### src/rtl/pipe_control.sv
// pipe_control: ID-stage opcode decode plus ID/EX, EX/MEM and MEM/WB control
// registers, with hazard detection, bubble insertion and branch flush.
// Optional feature: define FORWARD_EN to enable the forwarding unit, so that
// only load-use hazards stall. Without it, fwd_a/fwd_b stay 00 and any pending
// ID/EX or EX/MEM producer of a used source stalls until it reaches WB.
module pipe_control #(
  parameter int unsigned REG_W    = 5,
  parameter int unsigned ZERO_REG = 31
) (
  input  logic             CLK,
  input  logic             reset,
  input  logic             id_valid,
  input  logic [10:0]      id_opcode,
  input  logic [REG_W-1:0] id_rn,
  input  logic [REG_W-1:0] id_rm,
  input  logic [REG_W-1:0] id_rt,
  input  logic             mem_pc_src,
  output logic             id_reg2loc,
  output logic [2:0]       id_signop,
  output logic             ex_alusrc,
  output logic [3:0]       ex_aluop,
  output logic             mem_memread,
  output logic             mem_memwrite,
  output logic             mem_branch,
  output logic             mem_uncond_branch,
  output logic             wb_regwrite,
  output logic             wb_mem2reg,
  output logic [REG_W-1:0] wb_rd,
  output logic             pc_write,
  output logic             ifid_write,
  output logic             ifid_flush,
  output logic [1:0]       fwd_a,
  output logic [1:0]       fwd_b
);

  localparam logic [REG_W-1:0] XZR = REG_W'(ZERO_REG);

  typedef enum logic {ST_INIT, ST_RUN} state_t;
  state_t state;

  // decoded ID bundle
  logic       d_known, d_regwrite, d_mem2reg, d_memread, d_memwrite;
  logic       d_branch, d_uncond, d_alusrc, d_use1, d_use2;
  logic [3:0] d_aluop;
  logic       d_valid;
  logic [REG_W-1:0] d_src2;

  // ID/EX internal fields
  logic ex_regwrite, ex_mem2reg, ex_memread, ex_memwrite, ex_branch, ex_uncond;
  logic [REG_W-1:0] ex_rd;
  // EX/MEM internal fields
  logic mem_regwrite, mem_mem2reg;
  logic [REG_W-1:0] mem_rd;

  logic running, flush, stall, ex_hit;

  // Opcode decode; anything unmatched leaves every flag at zero
  always_comb begin
    d_known    = 1'b1;
    d_regwrite = 1'b0;
    d_mem2reg  = 1'b0;
    d_memread  = 1'b0;
    d_memwrite = 1'b0;
    d_branch   = 1'b0;
    d_uncond   = 1'b0;
    d_alusrc   = 1'b0;
    d_use1     = 1'b0;
    d_use2     = 1'b0;
    d_aluop    = 4'b0000;
    id_signop  = 3'b000;
    id_reg2loc = 1'b0;
    casez (id_opcode)
      11'b111_1100_0010: begin // LDUR
        d_aluop = 4'b0010; id_signop = 3'b001;
        d_memread = 1'b1; d_mem2reg = 1'b1; d_regwrite = 1'b1; d_use1 = 1'b1;
      end
      11'b111_1100_0000: begin // STUR
        d_aluop = 4'b0010; id_signop = 3'b001; id_reg2loc = 1'b1;
        d_memwrite = 1'b1; d_use1 = 1'b1; d_use2 = 1'b1;
      end
      11'b100_0101_1000: begin // ADD
        d_aluop = 4'b0010; d_regwrite = 1'b1; d_use1 = 1'b1; d_use2 = 1'b1;
      end
      11'b110_0101_1000: begin // SUB
        d_aluop = 4'b0110; d_regwrite = 1'b1; d_use1 = 1'b1; d_use2 = 1'b1;
      end
      11'b100_0101_0000: begin // AND
        d_aluop = 4'b0000; d_regwrite = 1'b1; d_use1 = 1'b1; d_use2 = 1'b1;
      end
      11'b101_0101_0000: begin // ORR
        d_aluop = 4'b0001; d_regwrite = 1'b1; d_use1 = 1'b1; d_use2 = 1'b1;
      end
      11'b100_1000_100?: begin // ADDI
        d_aluop = 4'b0010; d_alusrc = 1'b1; d_regwrite = 1'b1; d_use1 = 1'b1;
      end
      11'b110_1000_100?: begin // SUBI
        d_aluop = 4'b0110; d_alusrc = 1'b1; d_regwrite = 1'b1; d_use1 = 1'b1;
      end
      11'b110_1001_01??: begin // MOVZ
        d_aluop = 4'b0111; d_alusrc = 1'b1; d_regwrite = 1'b1;
        id_signop = {1'b1, id_opcode[1:0]};
      end
      11'b101_1010_0???: begin // CBZ
        d_aluop = 4'b0111; id_reg2loc = 1'b1; d_branch = 1'b1; id_signop = 3'b010;
        d_use1 = 1'b1; d_use2 = 1'b1;
      end
      11'b000_101?_????: begin // B
        d_uncond = 1'b1; id_signop = 3'b011;
      end
      default: d_known = 1'b0;
    endcase
  end

  assign d_valid = id_valid & d_known;
  assign d_src2  = id_reg2loc ? id_rt : id_rm;
  assign running = (state == ST_RUN);
  assign flush   = mem_pc_src;

  assign ex_hit = id_valid && (ex_rd != XZR) &&
                  ((d_use1 && ex_rd == id_rn) || (d_use2 && ex_rd == d_src2));

`ifdef FORWARD_EN
  logic [REG_W-1:0] ex_src1, ex_src2;

  assign stall = ex_memread & ex_hit;

  // Operand source select; EX/MEM result is newer so it wins over MEM/WB
  always_comb begin
    fwd_a = '0;
    fwd_b = '0;
    if (mem_regwrite && mem_rd != XZR && mem_rd == ex_src1)     fwd_a = 2'b10;
    else if (wb_regwrite && wb_rd != XZR && wb_rd == ex_src1)   fwd_a = 2'b01;
    if (mem_regwrite && mem_rd != XZR && mem_rd == ex_src2)     fwd_b = 2'b10;
    else if (wb_regwrite && wb_rd != XZR && wb_rd == ex_src2)   fwd_b = 2'b01;
  end
`else
  logic mem_hit;

  assign mem_hit = id_valid && (mem_rd != XZR) &&
                   ((d_use1 && mem_rd == id_rn) || (d_use2 && mem_rd == d_src2));
  assign stall = (ex_regwrite & ex_hit) | (mem_regwrite & mem_hit);
  assign fwd_a = '0;
  assign fwd_b = '0;
`endif

  // Flush beats stall; nothing advances until the first post-reset edge
  assign pc_write   = running & (flush | ~stall);
  assign ifid_write = pc_write;
  assign ifid_flush = ~running | flush;

  // Pipeline control registers; bubbles are injected at ID/EX and EX/MEM
  always_ff @(posedge CLK) begin
    if (reset) begin
      state             <= ST_INIT;
      ex_regwrite       <= 1'b0;
      ex_mem2reg        <= 1'b0;
      ex_memread        <= 1'b0;
      ex_memwrite       <= 1'b0;
      ex_branch         <= 1'b0;
      ex_uncond         <= 1'b0;
      ex_alusrc         <= 1'b0;
      ex_aluop          <= '0;
      ex_rd             <= '0;
      mem_regwrite      <= 1'b0;
      mem_mem2reg       <= 1'b0;
      mem_memread       <= 1'b0;
      mem_memwrite      <= 1'b0;
      mem_branch        <= 1'b0;
      mem_uncond_branch <= 1'b0;
      mem_rd            <= '0;
      wb_regwrite       <= 1'b0;
      wb_mem2reg        <= 1'b0;
      wb_rd             <= '0;
`ifdef FORWARD_EN
      ex_src1           <= XZR;
      ex_src2           <= XZR;
`endif
    end else begin
      state <= ST_RUN;
      if (flush || stall || !running || !d_valid) begin
        ex_regwrite <= 1'b0;
        ex_mem2reg  <= 1'b0;
        ex_memread  <= 1'b0;
        ex_memwrite <= 1'b0;
        ex_branch   <= 1'b0;
        ex_uncond   <= 1'b0;
        ex_alusrc   <= 1'b0;
        ex_aluop    <= '0;
        ex_rd       <= '0;
`ifdef FORWARD_EN
        ex_src1     <= XZR;
        ex_src2     <= XZR;
`endif
      end else begin
        ex_regwrite <= d_regwrite;
        ex_mem2reg  <= d_mem2reg;
        ex_memread  <= d_memread;
        ex_memwrite <= d_memwrite;
        ex_branch   <= d_branch;
        ex_uncond   <= d_uncond;
        ex_alusrc   <= d_alusrc;
        ex_aluop    <= d_aluop;
        ex_rd       <= id_rt;
`ifdef FORWARD_EN
        ex_src1     <= d_use1 ? id_rn : XZR;
        ex_src2     <= d_use2 ? d_src2 : XZR;
`endif
      end
      if (flush) begin
        mem_regwrite      <= 1'b0;
        mem_mem2reg       <= 1'b0;
        mem_memread       <= 1'b0;
        mem_memwrite      <= 1'b0;
        mem_branch        <= 1'b0;
        mem_uncond_branch <= 1'b0;
        mem_rd            <= '0;
      end else begin
        mem_regwrite      <= ex_regwrite;
        mem_mem2reg       <= ex_mem2reg;
        mem_memread       <= ex_memread;
        mem_memwrite      <= ex_memwrite;
        mem_branch        <= ex_branch;
        mem_uncond_branch <= ex_uncond;
        mem_rd            <= ex_rd;
      end
      wb_regwrite <= mem_regwrite;
      wb_mem2reg  <= mem_mem2reg;
      wb_rd       <= mem_rd;
    end
  end

endmodule

### config.mk
export PLATFORM = sky130hd
export DESIGN_NAME = pipe_control
export DESIGN_NICKNAME = d
export VERILOG_FILES = /design/src/rtl/pipe_control.sv
export SDC_FILE = /design/constraint.sdc
export NUM_CORES = 1
export LEC_CHECK = 0
export CAP_MARGIN = 40
export CORE_ASPECT_RATIO = 2
export CORE_UTILIZATION = 46
export CTS_BUF_LIST = sky130_fd_sc_hd__clkbuf_4 sky130_fd_sc_hd__clkbuf_8 sky130_fd_sc_hd__clkbuf_16
export DETAILED_ROUTE_END_ITERATION = 7
export PLACE_DENSITY = 0.82
export SETUP_SLACK_MARGIN = 0.02
export SYNTH_ARGS = -nofsm -noshare
export SYNTH_HDL_FRONTEND = slang
export SYNTH_SLANG_ARGS = --single-unit
export TNS_END_PERCENT = 100
### constraint.sdc
create_clock -name CLK -period 3.3 [get_ports CLK]
set_input_delay 0.66 -clock CLK [delete_from_list [all_inputs] [get_ports CLK]]
set_output_delay 0.66 -clock CLK [all_outputs]
set_load 0.005 [all_outputs]
==> results.sh <==
export IMPL_status="complete, no violations"
export IMPL_tns_ns=0
export IMPL_cp_arrival_ns=2.61
export IMPL_drv_cap=0
export IMPL_fmax_mhz=306
export IMPL_fp_dieArea_um2=4190
export IMPL_port_buffers=51
export IMPL_async_flop_share=0
export IMPL_r2r_slack_ns=1.25
export IMPL_syn_area_um2=1800
export IMPL_clock_latency_ns=0.29
export IMPL_clock_path_buffers=2
export IMPL_fillerInstances=252
export IMPL_ant_nets=0
export IMPL_overflow=0
export IMPL_wl_um=5670
export IMPL_layout_worst_path_cycle_share=0.990
export IMPL_core_um2=3680
export IMPL_syn_avg_cell_area_um2=9.81
export IMPL_hold_violations=0
export IMPL_layout_cells_non_filler=326
export IMPL_maxSlewViolCount=0
export IMPL_detail_route_vias_per_cell=5.49
export IMPL_htree_levels=2
export IMPL_final_common_cell="clkdlybuf4s50_1"
export IMPL_antenna_found_initial=0
export IMPL_drive_gt1_frac=0.357
export IMPL_whs_path_depth=1
export IMPL_rows=31
export IMPL_ys_ff_latch=32
export IMPL_yosys_warnings=0
export IMPL_grt_max_degree=15
export IMPL_drc=0
export IMPL_vias=1789
export IMPL_grt_util_all_layers=0.301
export IMPL_end_kind="output pin"
export IMPL_die_w_um=46.3
export IMPL_rsz0062_at_grt="yes"
export IMPL_vdd_drop_max_mv=0.301
export IMPL_synthCells=184
export IMPL_fin_worst_skew_ns=0.00215
export IMPL_reg2reg_depth=8
export IMPL_crit_fanout=6
export IMPL_design_area_um2=2800
export IMPL_clk_pin_slew_ns=0.06
export IMPL_synth_distinct_cells=58
export IMPL_cts_tree="built"
export IMPL_ioPinCount=57
export IMPL_drt_initial_drc_count=29
export IMPL_die_h_um=90.6
export IMPL_hpwl_um=4200
export IMPL_setup_viol=0
export IMPL_synthToLayoutAreaGrowth_pct=55.0
export IMPL_finalWeightedCongestion=0.942
export IMPL_power_uw=924
export IMPL_worst_hold_path_type="flip-flop to flip-flop"
export IMPL_final_cell_mix="38 x clkdlybuf4s50_1, 37 x buf_4, 32 x dfxtp_1"
export IMPL_numCtsBuffers=5
export IMPL_clockRootBuffer="clkbuf_8"
export IMPL_crit_required_ns=2.64
export IMPL_start_kind="input pin"
export IMPL_layout_nets=306
export IMPL_crit_type="input pin to output pin"
export IMPL_dp_cells=311
export IMPL_seq_area_frac_synth=0.355
export IMPL_grt_pass1_wl_um=9040
export IMPL_p_leak_nw=1.18
export IMPL_cts_hold_buf=0
export IMPL_post_drt_wl_per_cell_um=17.4
export IMPL_first_pass_iters=4
export IMPL_start_util=0.490
export IMPL_place_area_um2=2560
export IMPL_power_density_nw_per_um2=331
export IMPL_synthFlopType="dfxtp_1"
export IMPL_first_global_vias=1952
export IMPL_clkSinkCount=32
export IMPL_synth_edf_count=0
export IMPL_diodes=0
export IMPL_finalCriticalPeriod_ns=3.27
## power breakdown
part,internal [mW],leakage [nW],switching [mW]
Combinational,0.0725,0.860,0.0566
Clock,0.266,0.0645,0.141
Sequential,0.387,0.258,0.000812
Total,0.726,1.18,0.199
## repair_timing
| item | 4_1_cts | 5_1_grt |
|---|---|---|
| hold endpoints to repair | 0 | 0 |
| pin swaps | 17 | 12 |
| endpoints found under the setup margin | 5 | 2 |
| setup buffers | 6 | 2 |
| resized for setup | 56 | 27 |
## cell families after synthesis
logic type,count (synthesis),share of synthesized area
buf+inv,14,0.0562
compound gates,27,0.116
mux,2,0.0132
xor+xnor,16,0.0818
flops,32,0.355
other cells,1,0.00208
simple gates,92,0.376
## critical path, stage by stage
cell,delay [ns]
buf_6,0.09
and4bb_4,0.32
and4b_1,0.21
buf_6,0.14
buf_6,0.10
o211ai_4,0.08
xnor2_2,0.22
nand3_2,0.11
o41ai_4,0.40
o21ai_2,0.12
buf_2,0.14
## layout make-up
type,count,area (um2),area share
multi-input cells,142,1140,0.409
repair buffers,92,812,0.290
flip-flops and latches,32,641,0.229
clock buffers,7,96.3,0.0345
well taps,49,61.3,0.0219
clock inverters,1,30.0,0.0107
inverters,3,11.3,0.00403
## synthesized netlist by cell type (2+ instances only)
library cell	instances	share of area
dfxtp_1	32	0.36
xnor2_1	8	0.039
nor3_1	3	0.0083
a21oi_1	2	0.0055
nand4bb_2	2	0.018
buf_4	7	0.029
o21ai_0	8	0.022
nand3_2	2	0.011
and3_1	3	0.010
a31oi_1	2	0.0069
buf_6	3	0.019
nor2_1	3	0.0062
o211ai_1	3	0.012
nand4_1	6	0.021
nor4b_1	4	0.019
nor3_2	10	0.055
xor2_1	7	0.034
nor2b_1	9	0.031
nand3_1	4	0.011
and2_1	10	0.035
nand2b_1	3	0.010
nand2_1	15	0.031
inv_1	3	0.0062
## metal layers
layer / global-route usage / vias up / share of wire
li1: - / 835 / -
met1: 0.264 / 815 / 0.31
met2: 0.533 / 106 / 0.58
met3: 0.0540 / 33 / 0.045
met4: 0.243 / 0 / 0.068
met5: 0 / - / 0
## path summary, 6_finish.rpt
path,from,to
setup / recovery,id_opcode[2],pc_write
hold / removal,ex_uncond$_SDFF_PP0_,mem_uncond_branch$_SDFF_PP0_
setup reg to reg,ex_rd[2]$_SDFF_PP0_,ex_memread$_SDFF_PP0_
hold reg to reg,ex_uncond$_SDFF_PP0_,mem_uncond_branch$_SDFF_PP0_
## registers in the layout, indices dropped and copies added (netlist names), 3 cells and up
name,cells
mem_rd,5
ex_rd,5
ex_aluop,3
wb_rd,5
## stage by stage
| stage | setup WS, ns | hold slack (ns) | utilization |
|---|---|---|---|
| final | 0.0329 | 0.431 | 0.759 |
| after global routing | -0.00374 | 0.445 | 0.759 |
| after CTS | 0.0251 | 0.434 | 0.748 |
| after detailed placement | -0.749 | 0.419 | 0.694 |
| after global placement | -0.695 | 0.416 | 0.694 |
| after floorplan | 0.0531 | 0.406 | - |
Note: power is estimated with default switching activity, not from simulation.
